File: config.mk
export PLATFORM = sky130hd
export DESIGN_NAME = mult_unit
export DESIGN_NICKNAME = d
export VERILOG_FILES = /design/src/rtl/mult_unit.sv
export SDC_FILE = /design/constraint.sdc
export NUM_CORES = 2
export LEC_CHECK = 0
export CORE_MARGIN = 2
export CORE_UTILIZATION = 59
export CTS_BUF_LIST = sky130_fd_sc_hd__clkbuf_8
export DETAILED_ROUTE_END_ITERATION = 10
export PLACE_DENSITY_LB_ADDON = 0.1
export SYNTH_ARGS = -nofsm -noshare
export SYNTH_HDL_FRONTEND = slang
export SYNTH_SLANG_ARGS = --single-unit
File: constraint.sdc
create_clock -name i_clk -period 18 [get_ports i_clk]
set_input_delay 2.7 -clock i_clk [delete_from_list [all_inputs] [get_ports i_clk]]
set_output_delay 2.7 -clock i_clk [all_outputs]
set_load 0.03 [all_outputs]
File: src/rtl/mult_unit.sv
`timescale 1ns/1ps
// mult_unit: iterative multiplier / multiply-accumulate unit.
// Handles MUL, MLA, UMULL, UMLAL, SMULL and SMLAL in a fixed WIDTH/BITS_PER_CYCLE
// cycles. Signed operands are multiplied as magnitudes. The sign and the
// accumulator are applied on the final BUSY cycle, so every opcode and every
// operand value takes the same number of cycles.
module mult_unit #(
   parameter int WIDTH          = 32,
   parameter int BITS_PER_CYCLE = 8
) (
   input  logic             i_clk,
   input  logic             i_rst,
   input  logic             i_start,
   input  logic [2:0]       i_opcode,
   input  logic [3:0]       i_nzcv,
   input  logic [WIDTH-1:0] i_op1,
   input  logic [WIDTH-1:0] i_op2,
   input  logic [WIDTH-1:0] i_acc_lo,
   input  logic [WIDTH-1:0] i_acc_hi,
   output logic             o_busy,
   output logic             o_done,
   output logic [WIDTH-1:0] o_result_lo,
   output logic [WIDTH-1:0] o_result_hi,
   output logic [3:0]       o_nzcv,
   output logic             o_long
);

   localparam int N     = WIDTH / BITS_PER_CYCLE;
   localparam int CNT_W = (N > 1) ? $clog2(N) : 1;
   localparam int PW    = 2 * WIDTH;

   localparam logic [2:0] OP_MLA   = 3'd1;
   localparam logic [2:0] OP_UMULL = 3'd2;
   localparam logic [2:0] OP_UMLAL = 3'd3;
   localparam logic [2:0] OP_SMULL = 3'd4;
   localparam logic [2:0] OP_SMLAL = 3'd5;

   // A width that is not a whole number of digits cannot be retired in N cycles.
   if ((WIDTH % BITS_PER_CYCLE) != 0) begin : g_bad_cfg
      $error("mult_unit: BITS_PER_CYCLE must divide WIDTH exactly");
   end

   typedef enum logic [1:0] {S_IDLE, S_BUSY, S_DONE} state_t;

   state_t                r_state, w_next_state;
   logic                  w_load, w_last;
   logic                  w_long, w_signed, w_acc_lo_en, w_acc_hi_en;
   logic [WIDTH-1:0]      w_abs1, w_abs2;
   logic [PW-1:0]         w_acc_init, w_partial, w_prod_next, w_signed_prod, w_sum;
   logic [PW-1:0]         r_mcand, r_prod, r_acc;
   logic [WIDTH-1:0]      r_mplier;
   logic [CNT_W-1:0]      r_cnt;
   logic                  r_neg, r_long_op;
   logic [1:0]            r_cv;
   logic [WIDTH-1:0]      r_result_lo, r_result_hi;
   logic [3:0]            r_nzcv;
   logic                  r_long;
   logic                  w_unused_nz;

   // Incoming N and Z are recomputed from the result, so only C and V are kept.
   assign w_unused_nz = ^i_nzcv[3:2];

   // State register.
   always_ff @(posedge i_clk) begin
      // NOTE: sequential state uses non-blocking assignments so every register
      // samples the pre-edge values, independent of statement order.
      if (i_rst) r_state <= S_IDLE;
      else       r_state <= w_next_state;
   end

   // Next-state logic; i_start is only honoured in IDLE or DONE.
   always_comb begin
      // NOTE: every combinational output gets a default first so no path
      // leaves it unassigned, which would otherwise infer a latch.
      w_next_state = r_state;
      w_load       = 1'b0;
      w_last       = 1'b0;
      unique case (r_state)
         S_IDLE: begin
            w_load = i_start;
            if (i_start) w_next_state = S_BUSY;
         end
         S_BUSY: begin
            w_last = (r_cnt == CNT_W'(N - 1));
            if (w_last) w_next_state = S_DONE;
         end
         S_DONE: begin
            w_load       = i_start;
            w_next_state = i_start ? S_BUSY : S_IDLE;
         end
         default: w_next_state = S_IDLE;
      endcase
   end

   // Opcode decode and operand conditioning at the start of an operation.
   always_comb begin
      w_long      = 1'b0;
      w_signed    = 1'b0;
      w_acc_lo_en = 1'b0;
      w_acc_hi_en = 1'b0;
      case (i_opcode)
         OP_MLA:   w_acc_lo_en = 1'b1;
         OP_UMULL: w_long = 1'b1;
         OP_UMLAL: begin w_long = 1'b1; w_acc_lo_en = 1'b1; w_acc_hi_en = 1'b1; end
         OP_SMULL: begin w_long = 1'b1; w_signed = 1'b1; end
         OP_SMLAL: begin
            w_long = 1'b1; w_signed = 1'b1; w_acc_lo_en = 1'b1; w_acc_hi_en = 1'b1;
         end
         default: ;  // MUL and the reserved codes behave as MUL
      endcase
      w_abs1     = (w_signed && i_op1[WIDTH-1]) ? -i_op1 : i_op1;
      w_abs2     = (w_signed && i_op2[WIDTH-1]) ? -i_op2 : i_op2;
      w_acc_init = {(w_acc_hi_en ? i_acc_hi : '0), (w_acc_lo_en ? i_acc_lo : '0)};
   end

   // One multiplier digit per BUSY cycle, then sign fix-up and accumulate.
   always_comb begin
      w_partial     = r_mcand * {{(PW - BITS_PER_CYCLE){1'b0}}, r_mplier[BITS_PER_CYCLE-1:0]};
      w_prod_next   = r_prod + w_partial;
      w_signed_prod = r_neg ? -w_prod_next : w_prod_next;
      w_sum         = w_signed_prod + r_acc;  // wraps modulo 2^(2*WIDTH)
   end

   // Datapath: operand latch, shift-add iteration and result capture on DONE entry.
   always_ff @(posedge i_clk) begin
      if (i_rst) begin
         r_mcand     <= '0;
         r_mplier    <= '0;
         r_prod      <= '0;
         r_acc       <= '0;
         r_cnt       <= '0;
         r_neg       <= 1'b0;
         r_long_op   <= 1'b0;
         r_cv        <= '0;
         r_result_lo <= '0;
         r_result_hi <= '0;
         r_nzcv      <= '0;
         r_long      <= 1'b0;
      end else if (w_load) begin
         r_mcand   <= {{WIDTH{1'b0}}, w_abs1};
         r_mplier  <= w_abs2;
         r_prod    <= '0;
         r_acc     <= w_acc_init;
         r_cnt     <= '0;
         r_neg     <= w_signed && (i_op1[WIDTH-1] ^ i_op2[WIDTH-1]);
         r_long_op <= w_long;
         r_cv      <= i_nzcv[1:0];
      end else if (r_state == S_BUSY) begin
         r_mcand  <= r_mcand << BITS_PER_CYCLE;
         r_mplier <= r_mplier >> BITS_PER_CYCLE;
         r_prod   <= w_prod_next;
         r_cnt    <= r_cnt + CNT_W'(1);
         if (w_last) begin
            r_result_lo <= w_sum[WIDTH-1:0];
            r_result_hi <= r_long_op ? w_sum[PW-1:WIDTH] : '0;
            r_long      <= r_long_op;
            r_nzcv      <= r_long_op
                           ? {w_sum[PW-1],    (w_sum == '0),              r_cv}
                           : {w_sum[WIDTH-1], (w_sum[WIDTH-1:0] == '0),   r_cv};
         end
      end
   end

   assign o_busy      = (r_state == S_BUSY);
   assign o_done      = (r_state == S_DONE);
   assign o_result_lo = r_result_lo;
   assign o_result_hi = r_result_hi;
   assign o_nzcv      = r_nzcv;
   assign o_long      = r_long;

endmodule

* Yosys cells after proc, flatten, opt, wreduce, memory -nomap -nowiden *
Cells that the tools add are included.

word-level totals
  register bits after elaboration = 301
  bits of input ports = 138
  output and inout port bits = 71
  word-level logic and storage cells = 69

operators by class
  bitwise gates (word level) = 2
  equal/unequal tests = 10
  add/subtract/negate cells = 6
  reductions and logical operators = 15
  multiply operators = 1
  mux-type cells = 21

operator list
  kind                                                  number
  two-way mux 32 bit                                    9
  adder 64 bit                                          2
  logical NOT 64 bit                                    1
  multiplier 64 x 8 -> 64 bit                           1
  two-way mux 64 bit                                    1
  negator 32 bit                                        2
  negator 64 bit                                        1
  logical NOT 32 bit                                    1
  OR reduction 2 bit                                    4
  two-way mux 1 bit                                     7
  equality test 3 x 2 -> 1 bit (second input constant)  2
  equality test 3 bit (second input constant)           2
  one-hot mux 2 bit (3 select lines)                    1
  equality test 2 bit (second input constant)           2
  two-way mux 2 bit                                     2
  two-way mux 4 bit                                     1
  OR reduction 4 bit                                    1
  equality test 3 x 1 -> 1 bit (second input constant)  1
  logical AND 1 bit                                     3
  AND reduction 3 bit                                   1
  OR reduction 3 bit                                    1
  adder 2 x 1 -> 2 bit (second input constant)          1
  equality test 2 x 1 -> 1 bit (second input constant)  1
  logical NOT 2 bit                                     1
  other kinds (6)                                       6

* Logic depth before layout (Yosys ltp) *
  depth after elaboration = 7
  mapped depth = 40
  mapped depth without buffers = 35

* Worst setup path before layout *
Ideal clock, no wire load.

  kind = register to register
  start point = register r_mplier[0]
  end point = register r_nzcv[2] (netlist: o_nzcv[2])
  path slack = 8704 ps
  data required time = 17941 ps
  cell stages (with the launch flop) = 38
  library setup time = 59 ps
  path buffers = 4
  period minus slack after synthesis = 9296 ps
  arrival time = 9237 ps
  path through = dfxtp_1 > clkbuf_1 > clkbuf_1 > nand2_1 > fa_1 > inv_1 > fa_1 > fa_1 > inv_1 > fa_1 > inv_1 > ha_1 > buf_2 > nand2_1 > or4_4 > a211o_1 > a31oi_2 > o221ai_2 > [... 2 more ...] > nor4_4 > or2b_1 > o31ai_1 > xnor2_1 > ha_1 > clkbuf_1 > a21oi_1 > o21ai_0 > a311o_1 > a21oi_1 > a41oi_1 > a2111oi_0 > nor3_1 > nor3_1 > nand4b_1 > nor4_1 > mux2i_1 > nand2_1

on the way
  word-level cells in the longest chain between the ends = 7
  elaborated cells between the ends (all ways) = 8
  classes of those cells = 3 x add/sub; 1 x mul; 2 x mux; 2 x reduce/logical

ends and longest elaborated chain
  item                                                      RTL line  RTL
  start: declaration                                        51        logic [WIDTH-1:0] r_mplier;
  start signal: assignment                                  141       r_mplier <= w_abs2;
  start signal: assignment                                  150       r_mplier <= r_mplier >> BITS_PER_CYCLE;
  multiplier 64 x 8 -> 64 bit (*)                           118       w_partial = r_mcand * {{(PW - BITS_PER_CYCLE){1'b0}}, r_mplier[BITS_PER_CYCLE-1:0]};
  adder 64 bit (*)                                          119       w_prod_next = r_prod + w_partial;
  negator 64 bit                                            120       w_signed_prod = r_neg ? -w_prod_next : w_prod_next;
  two-way mux 64 bit (*)                                    120
  adder 64 bit (*)                                          121       w_sum = w_signed_prod + r_acc;
  logical NOT 64 bit or logical NOT 32 bit (tied branches)  158, 159
  two-way mux 4 bit (*)                                     158       ? {w_sum[PW-1], (w_sum == '0), r_cv}
  end signal: assignment                                    157       r_nzcv <= r_long_op
  end: declaration                                          56        logic [3:0] r_nzcv;

Mark *: on every way between the ends. The rest lies on a longest branch, timed or not.
A chain may end at the register's enable or synchronous reset.

* Final worst setup path *
  start point = register r_mplier[1]
  end point = register r_nzcv[2] (netlist: o_nzcv[2])

The elaborated chain is that of the path after synthesis.

==> metrics.yaml <==
synthesis:
  synth-seq-area-share_pct: 17.0
  synth_seq_cells: 301
  ys_async_sr_fraction_pct: 0
  ys.flop_type: "dfxtp_1"
  yosys_warnings: 0
  ys_types: 96
  synth-edff-count: 0
  synth_fp_nets: 5166
  syn_inst: 4477
  avgSynthCellArea_um2: 7.91
  synth_area_mm2: 0.0354
final_layout:
  nets: 5177
  final_cells: 5308
  fillerInstances: 5216
  syn2layout_area_growth_pct: 9.97
  fin_util_pct: 65.9
  multiInputGateArea_mm2: 0.0266
  seq_area_mm2: 0.00603
  drive_above_1_share_pct: 4.15
grt:
  grt_max_degree: 84
  antenna_found_initial: 1
  track_usage_pct: 33.7
  grt_overflow: 0
  grt_pass1_vias: 31300
  grt_first_pass_wirelength_um: 170000
floorplan:
  dieHeight_um: 249
  ios: 209
  coreArea_mm2: 0.0591
  die-area_mm2: 0.0620
  initial_core_util_pct: 59.9
  die_w_um: 249
  num_rows: 89
timing:
  clock_skew_ns: 0.0551
  fmax_ghz: 0.0881
  fin_ws_ns: 6.65
  setup_viol: 0
  finalHoldViolations: 0
  drv_slew: 0
  hold-worst-slack_ns: 0.452
  min_period_ns: 11.35
  rsz0062_at_grt: "false"
  tightest_slew_ns: 1.03
  slew_headroom_pct: 31.1
  fin_setup_tns_ns: 0
  min_period_over_period_pct: 63.0
cts:
  cts-root-buf: "clkbuf_8"
  cts_tree: "done"
  cts_hold_buffers: 0
  cts_buffers: 56
  clock_sinks: 301
  clk_latency_ns: 0.71
  cts_setup_buffers: 0
  htreeDepth: 2
  post_cts_resize_count: 0
  path_clk_slew_ns: 0.06
  clockBufferDepth: 3
critical_path:
  path_buf_inv: 4
  cp.arrival_ns: 12.00
  critPathTopFamily: "simple AND/OR/NAND/NOR gates"
  reg2reg_from: "r_mplier[1]$_SDFFE_PP0P_"
  critPathMaxStageDelay_ns: 0.61
  end_kind: "register"
  slowest_stage: "nor4_1"
  crit_start: "r_mplier[1]$_SDFFE_PP0P_"
  cp_max_fo: 52
  critPathLaunchType: "register"
  worstPathRequired_ns: 18.65
  path_class: "register to register"
place:
  io_buffers: 206
  gp_congestion: 1.02
  placed_cells: 5203
  post-place-ws_ns: 6.81
  place.detailed.hpwl_um: 81300
pwr:
  powerDensity_mw_per_mm2: 52.3
  power.leakage_uw: 0.0164
  ir_worst_vdd_mv: 0.0701
detailed_routing:
  totalWireLength_um: 104000
  wl_per_cell_um: 19.7
  dr.pass1.iters: 5
  avgViaCountPerCell: 6.07
  vias: 32200
  route.detailed.drc: 0
  drtIter0Drc: 2707
  ant_nets: 0
run_status:
  outcome: "finished clean"
hold_path:
  hold_class: "register to register"
  min_from: "o_result_lo[14]$_SDFFE_PP0P_"
job:
  maxCapViolCount: 0
synthesized netlist by cell type, types with 8 or more instances:
cell type	instances	share of area, %
and3_1	32	0.57
buf_1	17	0.18
or4_1	15	0.32
o211ai_1	22	0.47
a31oi_1	23	0.41
o21a_1	20	0.42
nand2_1	681	7.2
a22oi_1	84	1.8
a22o_1	63	1.6
or3_1	35	0.62
xor2_1	68	1.7
a211o_1	13	0.32
mux2i_1	14	0.40
nor2_1	232	2.5
inv_1	461	4.9
a21boi_0	11	0.23
nand3_1	61	0.86
a311oi_1	10	0.25
a21o_1	43	0.91
o31ai_1	31	0.66
o31a_1	8	0.20
a211oi_1	28	0.59
a221oi_1	12	0.30
and4_1	14	0.35
nor2b_1	23	0.41
nand4_1	56	0.99
o2111ai_1	9	0.22
nor4_1	32	0.57
o41ai_1	10	0.25
or2_2	18	0.32
a21oi_1	376	5.3
and2_1	319	5.6
o21ai_0	159	2.2
xnor2_1	140	3.5
a2111oi_0	8	0.20
ha_1	140	4.9
clkbuf_1	260	2.8
dfxtp_1	301	17
nand2b_1	19	0.34
fa_1	411	23
o21bai_1	12	0.25
nor3_1	63	0.89
final timing paths:
check | endpoint | slack [ns] | cells after the start
max | o_nzcv[2]$_SDFFE_PP0P_ | 6.65 | 34
max reg2reg | o_nzcv[2]$_SDFFE_PP0P_ | 6.65 | 34
min | o_result_lo[14]$_SDFFE_PP0P_ | 0.45 | 2
min reg2reg | o_result_lo[14]$_SDFFE_PP0P_ | 0.45 | 2
registers in the layout (all words and copies together) (netlist names):
register,cells
r_acc,64
r_mcand,64
r_prod,64
o_result_hi,32
o_result_lo,32
r_mplier,32
o_nzcv,4
r_cnt,2
r_cv,2
r_state,2
o_long,1
r_long_op,1
r_neg,1
logic make-up after synthesis:
| group | count (synthesis) | share of synthesized area, % |
|---|---|---|
| mux | 17 | 0.491 |
| simple gates | 1638 | 22.6 |
| fa+ha+maj | 551 | 28.2 |
| compound gates | 1014 | 18.6 |
| xor+xnor | 209 | 5.21 |
| buf+inv | 747 | 7.96 |
| flops | 301 | 17.0 |
area by class of cell:
cell class / instances / share of cell area [%]
clock buffers: 73 / 2.58
multi-input cells: 3429 / 68.3
inverters: 462 / 4.46
clock inverters: 30 / 0.736
flip-flops and latches: 301 / 15.5
repair buffers: 238 / 5.91
diodes: 2 / 0.0129
well taps: 773 / 2.48
cells in the final DEF, fill, tap and decap left out, types with 17 or more instances in the layout:
| cell | netlist | routed |
|---|---|---|
| a211oi_1 | 28 | 28 |
| a21o_1 | 43 | 43 |
| a21oi_1 | 376 | 375 |
| a22o_1 | 63 | 63 |
| a22oi_1 | 84 | 84 |
| a31oi_1 | 23 | 23 |
| and2_1 | 319 | 319 |
| and3_1 | 32 | 32 |
| buf_4 | 2 | 33 |
| clkbuf_8 | 0 | 73 |
| clkdlybuf4s50_1 | 0 | 205 |
| dfxtp_1 | 301 | 298 |
| fa_1 | 411 | 411 |
| ha_1 | 140 | 140 |
| inv_1 | 461 | 473 |
| nand2_1 | 681 | 680 |
| nand2b_1 | 19 | 17 |
| nand3_1 | 61 | 61 |
| nand4_1 | 56 | 56 |
| nor2_1 | 232 | 229 |
| nor2b_1 | 23 | 22 |
| nor3_1 | 63 | 63 |
| nor4_1 | 32 | 32 |
| o211ai_1 | 22 | 22 |
| o21a_1 | 20 | 20 |
| o21ai_0 | 159 | 159 |
| o31ai_1 | 31 | 31 |
| or2_2 | 18 | 18 |
| or3_1 | 35 | 35 |
| xnor2_1 | 140 | 140 |
| xor2_1 | 68 | 68 |
metrics by stage:
stage	area [µm²]	total power [µW]
6_report	38900	2040
5_1_grt	38900	2130
4_1_cts	38900	2050
3_5_place_dp	37600	1280
3_3_place_gp	37600	1280
2_1_floorplan	35400	1090
tightest hold or removal path, delay by kind of cell, from the launching register on:
kind | cells | cell delay [ns]
flip-flops | 1 | 0.31
AND/OR/NAND/NOR | 1 | 0.05
AO/OA/AOI/OAI | 1 | 0.05
layer usage:
metal  wire length, µm  part of all wire (%)  vias up  track usage (%)
li1                  -                     -    15000                -
met1             46900                    45    15800             49.5
met2             46900                    45     1231             52.7
met3              8050                   7.7      158             4.38
met4              2470                   2.4        0             8.81
met5                 0                     0        -                0
power breakdown:
group | total (µW) | switching, µW | internal [µW] | leakage [µW]
registers | 716 | 30.6 | 686 | 0.00244
clock network | 759 | 322 | 438 | 0.000709
logic | 562 | 363 | 199 | 0.0132
(Power assumes the default switching activity.)
